`config.mk`:
```
export PLATFORM = sky130hd
export DESIGN_NAME = bus_cycle_ctrl
export DESIGN_NICKNAME = d
export VERILOG_FILES = /design/src/rtl/bus_cycle_ctrl.sv
export SDC_FILE = /design/constraint.sdc
export NUM_CORES = 1
export LEC_CHECK = 0
export CORE_AREA = 2 2 42 44
export CTS_BUF_LIST = sky130_fd_sc_hd__clkbuf_16
export DETAILED_ROUTE_END_ITERATION = 8
export DIE_AREA = 0 0 44 46
export HOLD_SLACK_MARGIN = 0.05
export MAX_ROUTING_LAYER = met4
export PLACE_DENSITY = 0.68
export SYNTH_ARGS = -nofsm -noshare
export SYNTH_HDL_FRONTEND = slang
export SYNTH_SLANG_ARGS = --single-unit
```
`constraint.sdc`:
```
create_clock -name clk_in -period 2.2 [get_ports clk_in]
set_clock_uncertainty 0.2 [all_clocks]
set_input_delay 0.44 -clock clk_in [delete_from_list [all_inputs] [get_ports clk_in]]
set_output_delay 0.44 -clock clk_in [all_outputs]
set_load 0.1 [all_outputs]
```
`src/rtl/bus_cycle_ctrl.sv`:
```
// 68000 bus-cycle terminator: per-device wait states to /DTACK, DUART /DTACK pass-through.
// Optional BUS_WATCHDOG_EN builds the /BERR watchdog; without it berr is tied inactive.
module bus_cycle_ctrl #(
    parameter int ROM_WAIT     = 2,
    parameter int RAM_WAIT     = 0,
    parameter int BERR_TIMEOUT = 64,
    parameter int CNT_W        = 7
) (
    input  logic clk_in,
    input  logic reset,
    input  logic as,
    input  logic rom_sel,
    input  logic ram_sel,
    input  logic duart_sel,
    input  logic duart_dtack,
    output logic dtack,
    output logic berr,
    output logic busy
);

    typedef enum logic [2:0] {
        ST_IDLE  = 3'd0,
        ST_WAIT  = 3'd1,
        ST_DUART = 3'd2,
        ST_NOSEL = 3'd3,
        ST_ACK   = 3'd4,
        ST_BERR  = 3'd5
    } state_t;

    localparam logic [CNT_W-1:0] ROM_LOAD_C = CNT_W'(ROM_WAIT);
    localparam logic [CNT_W-1:0] RAM_LOAD_C = CNT_W'(RAM_WAIT);
    localparam logic [CNT_W-1:0] CNT_ONE_C  = CNT_W'(1);

    state_t           state_r;
    state_t           state_next_s;
    logic [CNT_W-1:0] cnt_r;
    logic [CNT_W-1:0] cnt_next_s;
    logic             dtack_r;
    logic             busy_r;
    logic             dtack_next_s;
    logic             busy_next_s;

`ifdef BUS_WATCHDOG_EN
    localparam logic [CNT_W-1:0] WD_LAST_C = CNT_W'(BERR_TIMEOUT - 1);

    logic [CNT_W-1:0] wd_r;
    logic [CNT_W-1:0] wd_next_s;
    logic             timeout_s;
    logic             berr_r;
    logic             berr_next_s;
`else
    localparam int wd_unused_cfg = BERR_TIMEOUT;
`endif

    // State, counter and output registers with synchronous active-low reset
    always_ff @(posedge clk_in) begin
        if (!reset) begin
            state_r <= ST_IDLE;
            cnt_r   <= {CNT_W{1'b0}};
            dtack_r <= 1'b1;
            busy_r  <= 1'b0;
`ifdef BUS_WATCHDOG_EN
            wd_r    <= {CNT_W{1'b0}};
            berr_r  <= 1'b1;
`endif
        end else begin
            state_r <= state_next_s;
            cnt_r   <= cnt_next_s;
            dtack_r <= dtack_next_s;
            busy_r  <= busy_next_s;
`ifdef BUS_WATCHDOG_EN
            wd_r    <= wd_next_s;
            berr_r  <= berr_next_s;
`endif
        end
    end

    // Next-state and counter update; /AS release always aborts, ack beats timeout
    always_comb begin
        state_next_s = state_r;
        cnt_next_s   = cnt_r;
`ifdef BUS_WATCHDOG_EN
        wd_next_s    = wd_r;
        timeout_s    = (wd_r == WD_LAST_C);
`endif
        case (state_r)
            ST_IDLE: begin
                if (!as) begin
`ifdef BUS_WATCHDOG_EN
                    wd_next_s = {CNT_W{1'b0}};
`endif
                    if (rom_sel) begin
                        state_next_s = ST_WAIT;
                        cnt_next_s   = ROM_LOAD_C;
                    end else if (ram_sel) begin
                        state_next_s = ST_WAIT;
                        cnt_next_s   = RAM_LOAD_C;
                    end else if (duart_sel) begin
                        state_next_s = ST_DUART;
                    end else begin
                        state_next_s = ST_NOSEL;
                    end
                end else begin
                    state_next_s = ST_IDLE;
                end
            end
            ST_WAIT: begin
                if (as) begin
                    state_next_s = ST_IDLE;
                end else if (cnt_r == {CNT_W{1'b0}}) begin
                    state_next_s = ST_ACK;
                end else begin
                    cnt_next_s = cnt_r - CNT_ONE_C;
`ifdef BUS_WATCHDOG_EN
                    if (timeout_s) begin
                        state_next_s = ST_BERR;
                    end else begin
                        wd_next_s = wd_r + CNT_ONE_C;
                    end
`endif
                end
            end
            ST_DUART: begin
                if (as) begin
                    state_next_s = ST_IDLE;
                end else if (!duart_dtack) begin
                    state_next_s = ST_ACK;
                end else begin
`ifdef BUS_WATCHDOG_EN
                    if (timeout_s) begin
                        state_next_s = ST_BERR;
                    end else begin
                        wd_next_s = wd_r + CNT_ONE_C;
                    end
`else
                    state_next_s = ST_DUART;
`endif
                end
            end
            ST_NOSEL: begin
                if (as) begin
                    state_next_s = ST_IDLE;
                end else begin
`ifdef BUS_WATCHDOG_EN
                    if (timeout_s) begin
                        state_next_s = ST_BERR;
                    end else begin
                        wd_next_s = wd_r + CNT_ONE_C;
                    end
`else
                    state_next_s = ST_NOSEL;
`endif
                end
            end
            ST_ACK, ST_BERR: begin
                if (as) begin
                    state_next_s = ST_IDLE;
                end else begin
                    state_next_s = state_r;
                end
            end
            default: begin
                state_next_s = ST_IDLE;
            end
        endcase
    end

    // Output decode from the next state so the strobes are registered with it
    always_comb begin
        dtack_next_s = (state_next_s != ST_ACK);
        busy_next_s  = (state_next_s != ST_IDLE);
`ifdef BUS_WATCHDOG_EN
        berr_next_s  = (state_next_s != ST_BERR);
`endif
    end

    assign dtack = dtack_r;
    assign busy  = busy_r;
`ifdef BUS_WATCHDOG_EN
    assign berr  = berr_r;
`else
    assign berr  = 1'b1;
`endif

endmodule

```
Yosys cells after proc, flatten, opt, wreduce, memory -nomap -nowiden
Index checks and enable logic that the tools add are counted.
- add/subtract/negate cells: 1
- equal/unequal tests: 10
- muxes and demuxes: 17
- reductions and logical operators: 6
- operators with widths (kind ; count):
    2-to-1 mux 7 bit ; 5
    2-to-1 mux 3 bit ; 6
    case mux 3 bit (5 select lines) ; 1
    case mux 7 bit (2 select lines) ; 1
    logical NOT 7 bit ; 1
    subtractor 7 x 1 -> 7 bit (second input constant) ; 1
    equality test 3 x 2 -> 1 bit (second input constant) ; 2
    equality test 3 bit (second input constant) ; 2
    2-to-1 mux 2 bit ; 3
    inequality test 2 bit (second input constant) ; 3
    inequality test 3 bit (second input constant) ; 2
    AND reduction 5 bit ; 1
    equality test 3 x 1 -> 1 bit (second input constant) ; 1
    logical NOT 3 bit ; 1
    nonzero test 3 bit ; 1
    nonzero test 2 bit ; 1
    OR reduction 2 bit ; 1
    2-to-1 mux 1 bit ; 1
- register bits: 12
- input bits: 7
- output and inout port bits: 3
- logic and storage cells: 38

Depth between registers and ports, before layout
Gate-level depths: netlist of run 1.
- depth in word-level cells: 6
- gate-level depth with buffers: 6
- gate-level depth less buffers: 5

Worst setup path after synthesis of run 1
Ideal clock, no wire load.
- path type: register -> register
- from: reg cnt_r[0]
- to: reg cnt_r[3]
- library setup time: 0.070 ns
- data arrival time: 1.455 ns
- data required time: 1.930 ns
- slack: 0.475 ns
- stages on the path, launching flop included: 7
- buffers on the path: 1
- clock period less this slack: 1.725 ns
- cells stage by stage: dfxtp_1 -> inv_1 -> ha_1 -> and3_1 -> buf_6 -> or4_1 -> a21oi_1
- cells in the longest elaborated chain, start to end: 4
- elaborated cells between the ends (all ways): 7
- those cells by class: add/sub: 1; eq/ne: 1; mux: 3; reduce/logical: 2
- RTL lines (what ; line ; source):
    from (decl) ; 36 ; logic [CNT_W-1:0] cnt_r;
    from (signal assigned) ; 59 ; cnt_r <= {CNT_W{1'b0}};
    from (signal assigned) ; 68 ; cnt_r <= cnt_next_s;
    subtractor 7 x 1 -> 7 bit ; 113 ; cnt_next_s = cnt_r - CNT_ONE_C;
    2-to-1 mux 7 bit ; 110 ; end else if (cnt_r == {CNT_W{1'b0}}) begin
    2-to-1 mux 7 bit ; 108 ; if (as) begin
    case mux 7 bit (2 select lines) ; 86 ; case (state_r)
Parallel ways exist; a longest one is shown, timed or not. The select of a mux whose other input is x is not followed.
A chain may end at the register's enable or synchronous reset.

Worst setup path after layout of run 1
- from: in ram_sel
- to: reg cnt_r[3]
- cells in the longest elaborated chain, start to end: 2
- RTL lines (what ; line ; source):
    from (decl) ; 13 ; input logic ram_sel,
    inequality test 3 bit (no source line) ; n/a ;
    AND reduction 5 bit (no source line) ; n/a ;
No other way between the ends.

==> key figures, run 1 <==
Run status
  • Outcome: finished clean

Logic synthesis
  • Share of flip-flops with an asynchronous set or reset: 0
  • Count of flip-flops with a built-in enable after synthesis: 0
  • Cell taking the most area after synthesis: sky130_fd_sc_hd__dfxtp_1
  • Number of warnings issued by yosys: 0
  • Primary flip-flop cell chosen by synthesis mapping: sky130_fd_sc_hd__dfxtp_1
  • Count of mapped cells out of synthesis: 85
  • Top-area cell type share of the netlist area: 0.3380
  • Count of state elements after synthesis: 12
  • Portion of the post-synthesis area used by sequential elements: 0.3380
  • Cell Area, Synth: 710.7 sq um
  • Avg Synthesized Cell Area: 8.361 sq um
  • Distinct cell type count after synthesis: 34
  • Nets in the synthesized netlist: 94
  • Largest cells by area after synthesis: sky130_fd_sc_hd__dfxtp_1 (34%), sky130_fd_sc_hd__a21oi_1 (4.9%), sky130_fd_sc_hd__buf_6 (4.8%), sky130_fd_sc_hd__mux2i_1 (4.2%), sky130_fd_sc_hd__inv_1 (3.7%)

Setup path
  • Arrival time reported for the critical path endpoint: 1.90 ns
  • Delay of the slowest cell on the worst path: around 0.5 ns
  • Worst Path Required: approximately 2.2 ns
  • Type of destination of the critical path: register
  • Maximum net fanout on the critical path: 7
  • CP startpoint kind: input port
  • CP cell instances: clkdlybuf4s50_1, nor3_1, nand2b_2, or4_1, a21oi_1
  • Source of the critical timing path: ram_sel
  • Minimum setup slack among reg-to-reg paths: ~0.34 ns
  • Depth of the worst register-to-register path: 4
  • Critical R2R Capture: dtack$_SDFF_PN1_
  • Endpoint of the worst setup timing path: cnt_r[3]$_SDFFE_PN0P_
  • Max stage delay cell, worst path: sky130_fd_sc_hd__or4_1
  • Path type of the worst setup path: input port to register
  • Worst flop-to-flop path startpoint: cnt_r[2]$_SDFFE_PN0P_

Finish
  • Finished Core Util: 0.5419
  • Fraction of layout instances using a drive strength above 1: 0.1340
  • # nets final: between 100 and 150
  • Commonest cells after routing, fill and taps aside: sky130_fd_sc_hd__dfxtp_1 (12), sky130_fd_sc_hd__inv_1 (7), sky130_fd_sc_hd__a21oi_1 (7), sky130_fd_sc_hd__nor2_1 (7)
  • Final-layout fill cell count: 147
  • Area added between synthesis and finish: 23.06%
  • Most common library cell in the layout ignoring fill and taps: sky130_fd_sc_hd__dfxtp_1
  • # diodes: 0

Power
  • Part of the total power dissipated in combinational logic: 0.214
  • Total power divided by cell area: ~870 nW/um^2
  • Net Sw Power: about 0.21 mW
  • Leakage: roughly 0.37 nW
  • Switching power as a share of total power: 0.2775
  • Clock Power Share: 0.445
  • Max IR drop VDD: between 0.4 and 0.5 mV
  • Internal power component: between 0.5 and 0.6 mW
  • Relative contribution of sequential cells to total power: 0.341

Clock network
  • Count of instances resized after the clock tree is built: 0
  • CTS H-Tree Depth: 1
  • Clock Sinks: 12
  • Hold-fix buffers at CTS: 0
  • Longest Clk Path Bufs: 2
  • Inserted Clock Buffers: 3
  • Root buf cell: sky130_fd_sc_hd__clkbuf_16
  • Buffers inserted by post-CTS timing repair: 0
  • TritonCTS clock tree: yes
  • Clock transition at the registers of the reported paths: 0.04 ns
  • Clock latency at the later pin of the worst-skew pair: 0.24 ns

Drt
  • Pre-antenna DRT Iters: 4
  • Final WL: ~1400 um
  • WL/cell: 12.16 um
  • Count of antenna-violating nets left after detailed routing: 0
  • Routed via count divided by cell count: roughly 5.3
  • DRC marker count from the first detailed-route iteration: 12
  • Post-detailed-route DRC marker count: 0
  • Count of vias placed by the detailed router: roughly 600

STA
  • Time the worst path needs with I/O delays and setup: between 1.5 and 2 ns
  • Pins Over Slew Limit: 0
  • Final hold violation count: 0
  • Final setup violating endpoints: 0
  • Hold slack: 0.2837 ns
  • Unrepaired setup endpoints after global routing: false
  • Fmax: between 500 and 600 MHz
  • Summed negative setup slack over all endpoints: 0 ns
  • Post-route fraction of the period consumed by the critical path: 0.8758

GRT
  • Maximum number of pins on one net before global-route repair: 11
  • Grt total ovfl: 0
  • GRT Resource Usage Total: 0.1774
  • Wire length of the first global-routing pass: 2490 um
  • Vias in the first global route: ~610
  • Antenna violations before repair: 0

Die
  • Number of placement rows: 15
  • DIE AREA: 2024 sq um
  • Die Width: 44 um
  • Number of placed I/O pins: 10
  • Floorplan Core Area: approximately 1600 sq um
  • Die height: around 46 um
  • Initial cell density of the core: 0.4403

Min path
  • Path class of the lowest-slack min-delay path: register to register

Placed design
  • Detailed-placement wirelength estimate: between 1000 and 1500 um
  • Port Buffer Count: 8
  • Routability-driven placement congestion ratio: roughly 0.80

Flow run
  • Max-cap check violation count: 0
==> cells in the mapped netlist (all sizes together) (2+ instances only) <==
| master | number |
|---|---|
| nor2b | 3 |
| mux2i | 3 |
| o31ai | 2 |
| a21oi | 7 |
| o21ai | 3 |
| buf | 4 |
| nor4 | 2 |
| inv | 7 |
| ha | 2 |
| dfxtp | 12 |
| or4 | 2 |
| nand2 | 6 |
| nand3 | 4 |
| nor3 | 2 |
| nand2b | 4 |
| nor2 | 7 |
| nand4 | 3 |
==> power by group through the flow <==
stage | clock network (mW) | logic, mW | registers (mW)
finish | 0.338 | 0.163 | 0.260
global route | 0.355 | 0.183 | 0.263
CTS | 0.344 | 0.164 | 0.260
detailed placement | 0 | 0.163 | 0.264
global placement | 0 | 0.159 | 0.263
floorplan | 0 | 0.124 | 0.264
==> worst min path at each step <==
stage / start / cells past startpoint / slack [ns] / endpoint
5_1_grt: cnt_r[5]$_SDFFE_PN0P_ / 2 / 0.31 / cnt_r[5]$_SDFFE_PN0P_
3_3_place_gp: cnt_r[5]$_SDFFE_PN0P_ / 2 / 0.26 / cnt_r[5]$_SDFFE_PN0P_
4_1_cts: cnt_r[5]$_SDFFE_PN0P_ / 2 / 0.28 / cnt_r[5]$_SDFFE_PN0P_
2_1_floorplan: cnt_r[5]$_SDFFE_PN0P_ / 2 / 0.25 / cnt_r[5]$_SDFFE_PN0P_
6_report: cnt_r[5]$_SDFFE_PN0P_ / 2 / 0.28 / cnt_r[5]$_SDFFE_PN0P_
3_5_place_dp: cnt_r[5]$_SDFFE_PN0P_ / 2 / 0.27 / cnt_r[5]$_SDFFE_PN0P_
==> per-stage QoR <==
stage          power (mW)  instance area (sq um)  instances  setup slack, ns
2_1_floorplan      0.3888                  710.7         85           0.4752
3_3_place_gp       0.4220                  795.8        110          0.06119
3_5_place_dp       0.4265                  795.8        110          0.02054
4_1_cts            0.7674                  874.6        114           0.2622
5_1_grt            0.8015                  874.6        114           0.1496
6_report           0.7605                  874.6        114           0.2732
==> critical path, delay by kind of cell <==
kind            cells  cell delay (ns)
buf+inv             1             0.50
compound gates      1             0.15
simple gates        3             0.81
==> cell families (layout without fill, tap and decap cells) <==
family          count (synthesis)  count (layout)  share of synthesized area
simple gates                   37              37                     0.3099
mux                             3               3                    0.04226
fa+ha+maj                       2               2                    0.03521
other cells                     1               1                   0.005277
compound gates                 19              19                     0.1743
flops                          12              12                     0.3380
buf+inv                        11              23                    0.09508
==> metal layers <==
metal	part of all wire	global-route usage	routed length, um	vias up
met3	0.036	0.05159	50	3
met5	0	-	0	-
met2	0.47	0.2588	655	8
li1	-	-	-	325
met1	0.47	0.2090	647	268
met4	0.024	0.1212	33	0
==> flip-flops by register name, indices dropped and copies added, names as in the netlist <==
signal and count:
busy 1, dtack 1, state_r 3, cnt_r 7
==> area by class of cell <==
type	instances	area, sq um	share of cell area
repair buffers	12	105.1	0.1202
inverters	7	26.28	0.03004
flip-flops and latches	12	240.2	0.2747
clock inverters	1	3.754	0.004292
well taps	17	21.27	0.02432
multi-input cells	62	402.9	0.4607
clock buffers	3	75.07	0.08584
No activity file was read; power rests on OpenSTA's default activity.
==> run 2, diff against run 1 <==
--- a/config.mk
+++ b/config.mk
@@ -11,7 +11,7 @@
 export DIE_AREA = 0 0 44 46
 export HOLD_SLACK_MARGIN = 0.05
 export MAX_ROUTING_LAYER = met4
-export PLACE_DENSITY = 0.68
+export PLACE_DENSITY_LB_ADDON = 0.05
 export SYNTH_ARGS = -nofsm -noshare
 export SYNTH_HDL_FRONTEND = slang
 export SYNTH_SLANG_ARGS = --single-unit
==> constraint.sdc (replaced) <==
create_clock -name clk_in -period 2.2 [get_ports clk_in]
set_clock_uncertainty 0.2 [all_clocks]
set_input_delay 0.44 -clock clk_in [delete_from_list [all_inputs] [get_ports clk_in]]
set_output_delay 0.44 -clock clk_in [all_outputs]
set_load 0.01 [all_outputs]
==> key figures, run 2 (synthesis gave the netlist of run 1 again) <==
GRT
  • Maximum number of pins on one net before global-route repair: 11
  • GRT Resource Usage Total: 0.1682
  • Wire length of the first global-routing pass: 2359 um
  • Grt total ovfl: 0
  • Antenna violations before repair: 0
  • Vias in the first global route: 550

Min path
  • Start point of the worst min-delay path: cnt_r[5]$_SDFFE_PN0P_
  • Path class of the lowest-slack min-delay path: register to register
  • Worst-case hold path end point: cnt_r[5]$_SDFFE_PN0P_
  • Cell count of the worst hold path: 2

STA
  • Pins Over Slew Limit: 0
  • Slack of the critical path: 0.2507 ns
  • Summed negative setup slack over all endpoints: 0 ns
  • Time the worst path needs with I/O delays and setup: between 1.5 and 2 ns
  • Hold slack: 0.2767 ns
  • Post-route fraction of the period consumed by the critical path: 0.8860
  • Final setup violating endpoints: 0
  • Unrepaired setup endpoints after global routing: false
  • Fmax: just over 500 MHz
  • Final hold violation count: 0

Power
  • Relative contribution of sequential cells to total power: 0.356
  • Switching power as a share of total power: 0.2538
  • Net Sw Power: between 0.15 and 0.2 mW
  • Leakage: approximately 0.36 nW
  • Clock Power Share: 0.445
  • Internal power component: roughly 0.54 mW
  • Total power divided by cell area: about 840 nW/um^2
  • Max IR drop VDD: 0.4907 mV
  • Part of the total power dissipated in combinational logic: 0.199

Die
  • Die Width: ~44 um
  • DIE AREA: 2024 sq um
  • Number of placement rows: 15
  • Die height: around 46 um
  • Floorplan Core Area: roughly 1600 sq um
  • Number of placed I/O pins: 10
  • Initial cell density of the core: 0.4403

Clock network
  • CTS H-Tree Depth: 1
  • Hold-fix buffers at CTS: 0
  • Clock Sinks: 12
  • TritonCTS clock tree: yes
  • Count of instances resized after the clock tree is built: 0
  • Clock transition at the registers of the reported paths: 0.04 ns
  • Longest Clk Path Bufs: 2
  • Clock latency at the later pin of the worst-skew pair: about 0.24 ns
  • Inserted Clock Buffers: 3
  • Root buf cell: sky130_fd_sc_hd__clkbuf_16
  • Buffers inserted by post-CTS timing repair: 0

Finish
  • Register ranked first by flip-flop count: cnt_r
  • Fraction of layout instances using a drive strength above 1: 0.1053
  • Area added between synthesis and finish: 22.18%
  • # nets final: ~110
  • # diodes: 0
  • Commonest cells after routing, fill and taps aside: sky130_fd_sc_hd__dfxtp_1 (12), sky130_fd_sc_hd__clkdlybuf4s50_1 (8), sky130_fd_sc_hd__inv_1 (7), sky130_fd_sc_hd__a21oi_1 (7), sky130_fd_sc_hd__nor2_1 (7)
  • Registers with the most flip-flops: cnt_r (7), state_r (3)
  • Final-layout fill cell count: between 150 and 200
  • Number of flip-flops in the largest register: 7
  • Finished Core Util: 0.5380
  • Most common library cell in the layout ignoring fill and taps: sky130_fd_sc_hd__dfxtp_1

Setup path
  • Maximum net fanout on the critical path: 7
  • Path type of the worst setup path: input port to register
  • Depth of the worst register-to-register path: 4
  • Delay of the slowest cell on the worst path: between 0.5 and 0.6 ns
  • Max stage delay cell, worst path: sky130_fd_sc_hd__clkdlybuf4s50_1
  • CP startpoint kind: input port
  • Combined buffer and inverter count along the critical path: 1
  • Minimum setup slack among reg-to-reg paths: approximately 0.38 ns
  • Arrival time reported for the critical path endpoint: 1.92 ns
  • Critical R2R Capture: dtack$_SDFF_PN1_
  • Worst flop-to-flop path startpoint: cnt_r[2]$_SDFFE_PN0P_
  • Type of destination of the critical path: register
  • Gate family responsible for the most delay along the worst path: simple AND/OR/NAND/NOR gates
  • Worst path depth: 5
  • CP cell instances: clkdlybuf4s50_1, nor3_1, nand2b_2, or4_1, a21oi_1
  • Worst Path Required: about 2.2 ns

Flow run
  • Max-cap check violation count: 0

Drt
  • Count of antenna-violating nets left after detailed routing: 0
  • DRC marker count from the first detailed-route iteration: 6
  • WL/cell: 12.35 um
  • Post-detailed-route DRC marker count: 0
  • Count of vias placed by the detailed router: just over 600
  • Final WL: 1383 um
  • Routed via count divided by cell count: around 5.5
  • Pre-antenna DRT Iters: 4

Run status
  • Outcome: finished clean

Placed design
  • Port Buffer Count: 8
  • Routability-driven placement congestion ratio: 0.8243
  • Post-place setup slack: 0.009441 ns
  • Detailed-placement wirelength estimate: between 1000 and 1500 um
## run 2: cell types whose count changed in the layout (fill, tap and decap cells not counted), sizes merged
cell | previous run | this run
buf | 6 | 3
clkdlybuf4s50 | 6 | 8
clkinv | 1 | 0
## run 2: area by class of cell
| type | instances | area [sq um] | share of cell area |
|---|---|---|---|
| clock buffers | 3 | 75.07 | 0.08646 |
| inverters | 7 | 26.28 | 0.03026 |
| multi-input cells | 62 | 402.9 | 0.4640 |
| flip-flops and latches | 12 | 240.2 | 0.2767 |
| well taps | 17 | 21.27 | 0.02450 |
| repair buffers | 11 | 102.6 | 0.1182 |
## run 2: worst max path at each step
stage | slack [ns] | from | endpoint
2_1_floorplan | 0.48 | cnt_r[0]$_SDFFE_PN0P_ | cnt_r[3]$_SDFFE_PN0P_
4_1_cts | 0.25 | rom_sel | cnt_r[3]$_SDFFE_PN0P_
3_3_place_gp | 0.02 | as | cnt_r[3]$_SDFFE_PN0P_
5_1_grt | 0.14 | rom_sel | cnt_r[3]$_SDFFE_PN0P_
3_5_place_dp | 0.009 | rom_sel | cnt_r[3]$_SDFFE_PN0P_
6_report | 0.25 | rom_sel | cnt_r[3]$_SDFFE_PN0P_
## run 2: layer usage
| layer | vias to the layer above | global-route usage | routed length [um] |
|---|---|---|---|
| li1 | 323 | - | - |
| met1 | 279 | 0.2024 | 635 |
| met2 | 8 | 0.2618 | 684 |
| met3 | 2 | 0.03571 | 42 |
| met4 | 0 | 0.09091 | 20 |
| met5 | - | - | 0 |
## run 2: metrics by stage
stage	std cells	area, sq um	total power [mW]
3_5_place_dp	109	793.3	0.4098
5_1_grt	112	868.3	0.7746
2_1_floorplan	85	710.7	0.3733
4_1_cts	112	868.3	0.7401
6_report	112	868.3	0.7302
3_3_place_gp	109	793.3	0.4088
## run 2: power groups by stage
stage	sequential, mW	combinational [mW]	clock (mW)
final	0.260	0.145	0.325
after global routing	0.263	0.164	0.348
after detailed placement	0.264	0.146	0
after global placement	0.264	0.145	0
after CTS	0.260	0.147	0.333
after floorplan	0.256	0.118	0
## run 2: worst min-delay path: cells and delay by family, from the launching register on
| kind | cells | cell delay, ns |
|---|---|---|
| mux | 1 | 0.05 |
| simple gates | 1 | 0.06 |
| flops | 1 | 0.32 |
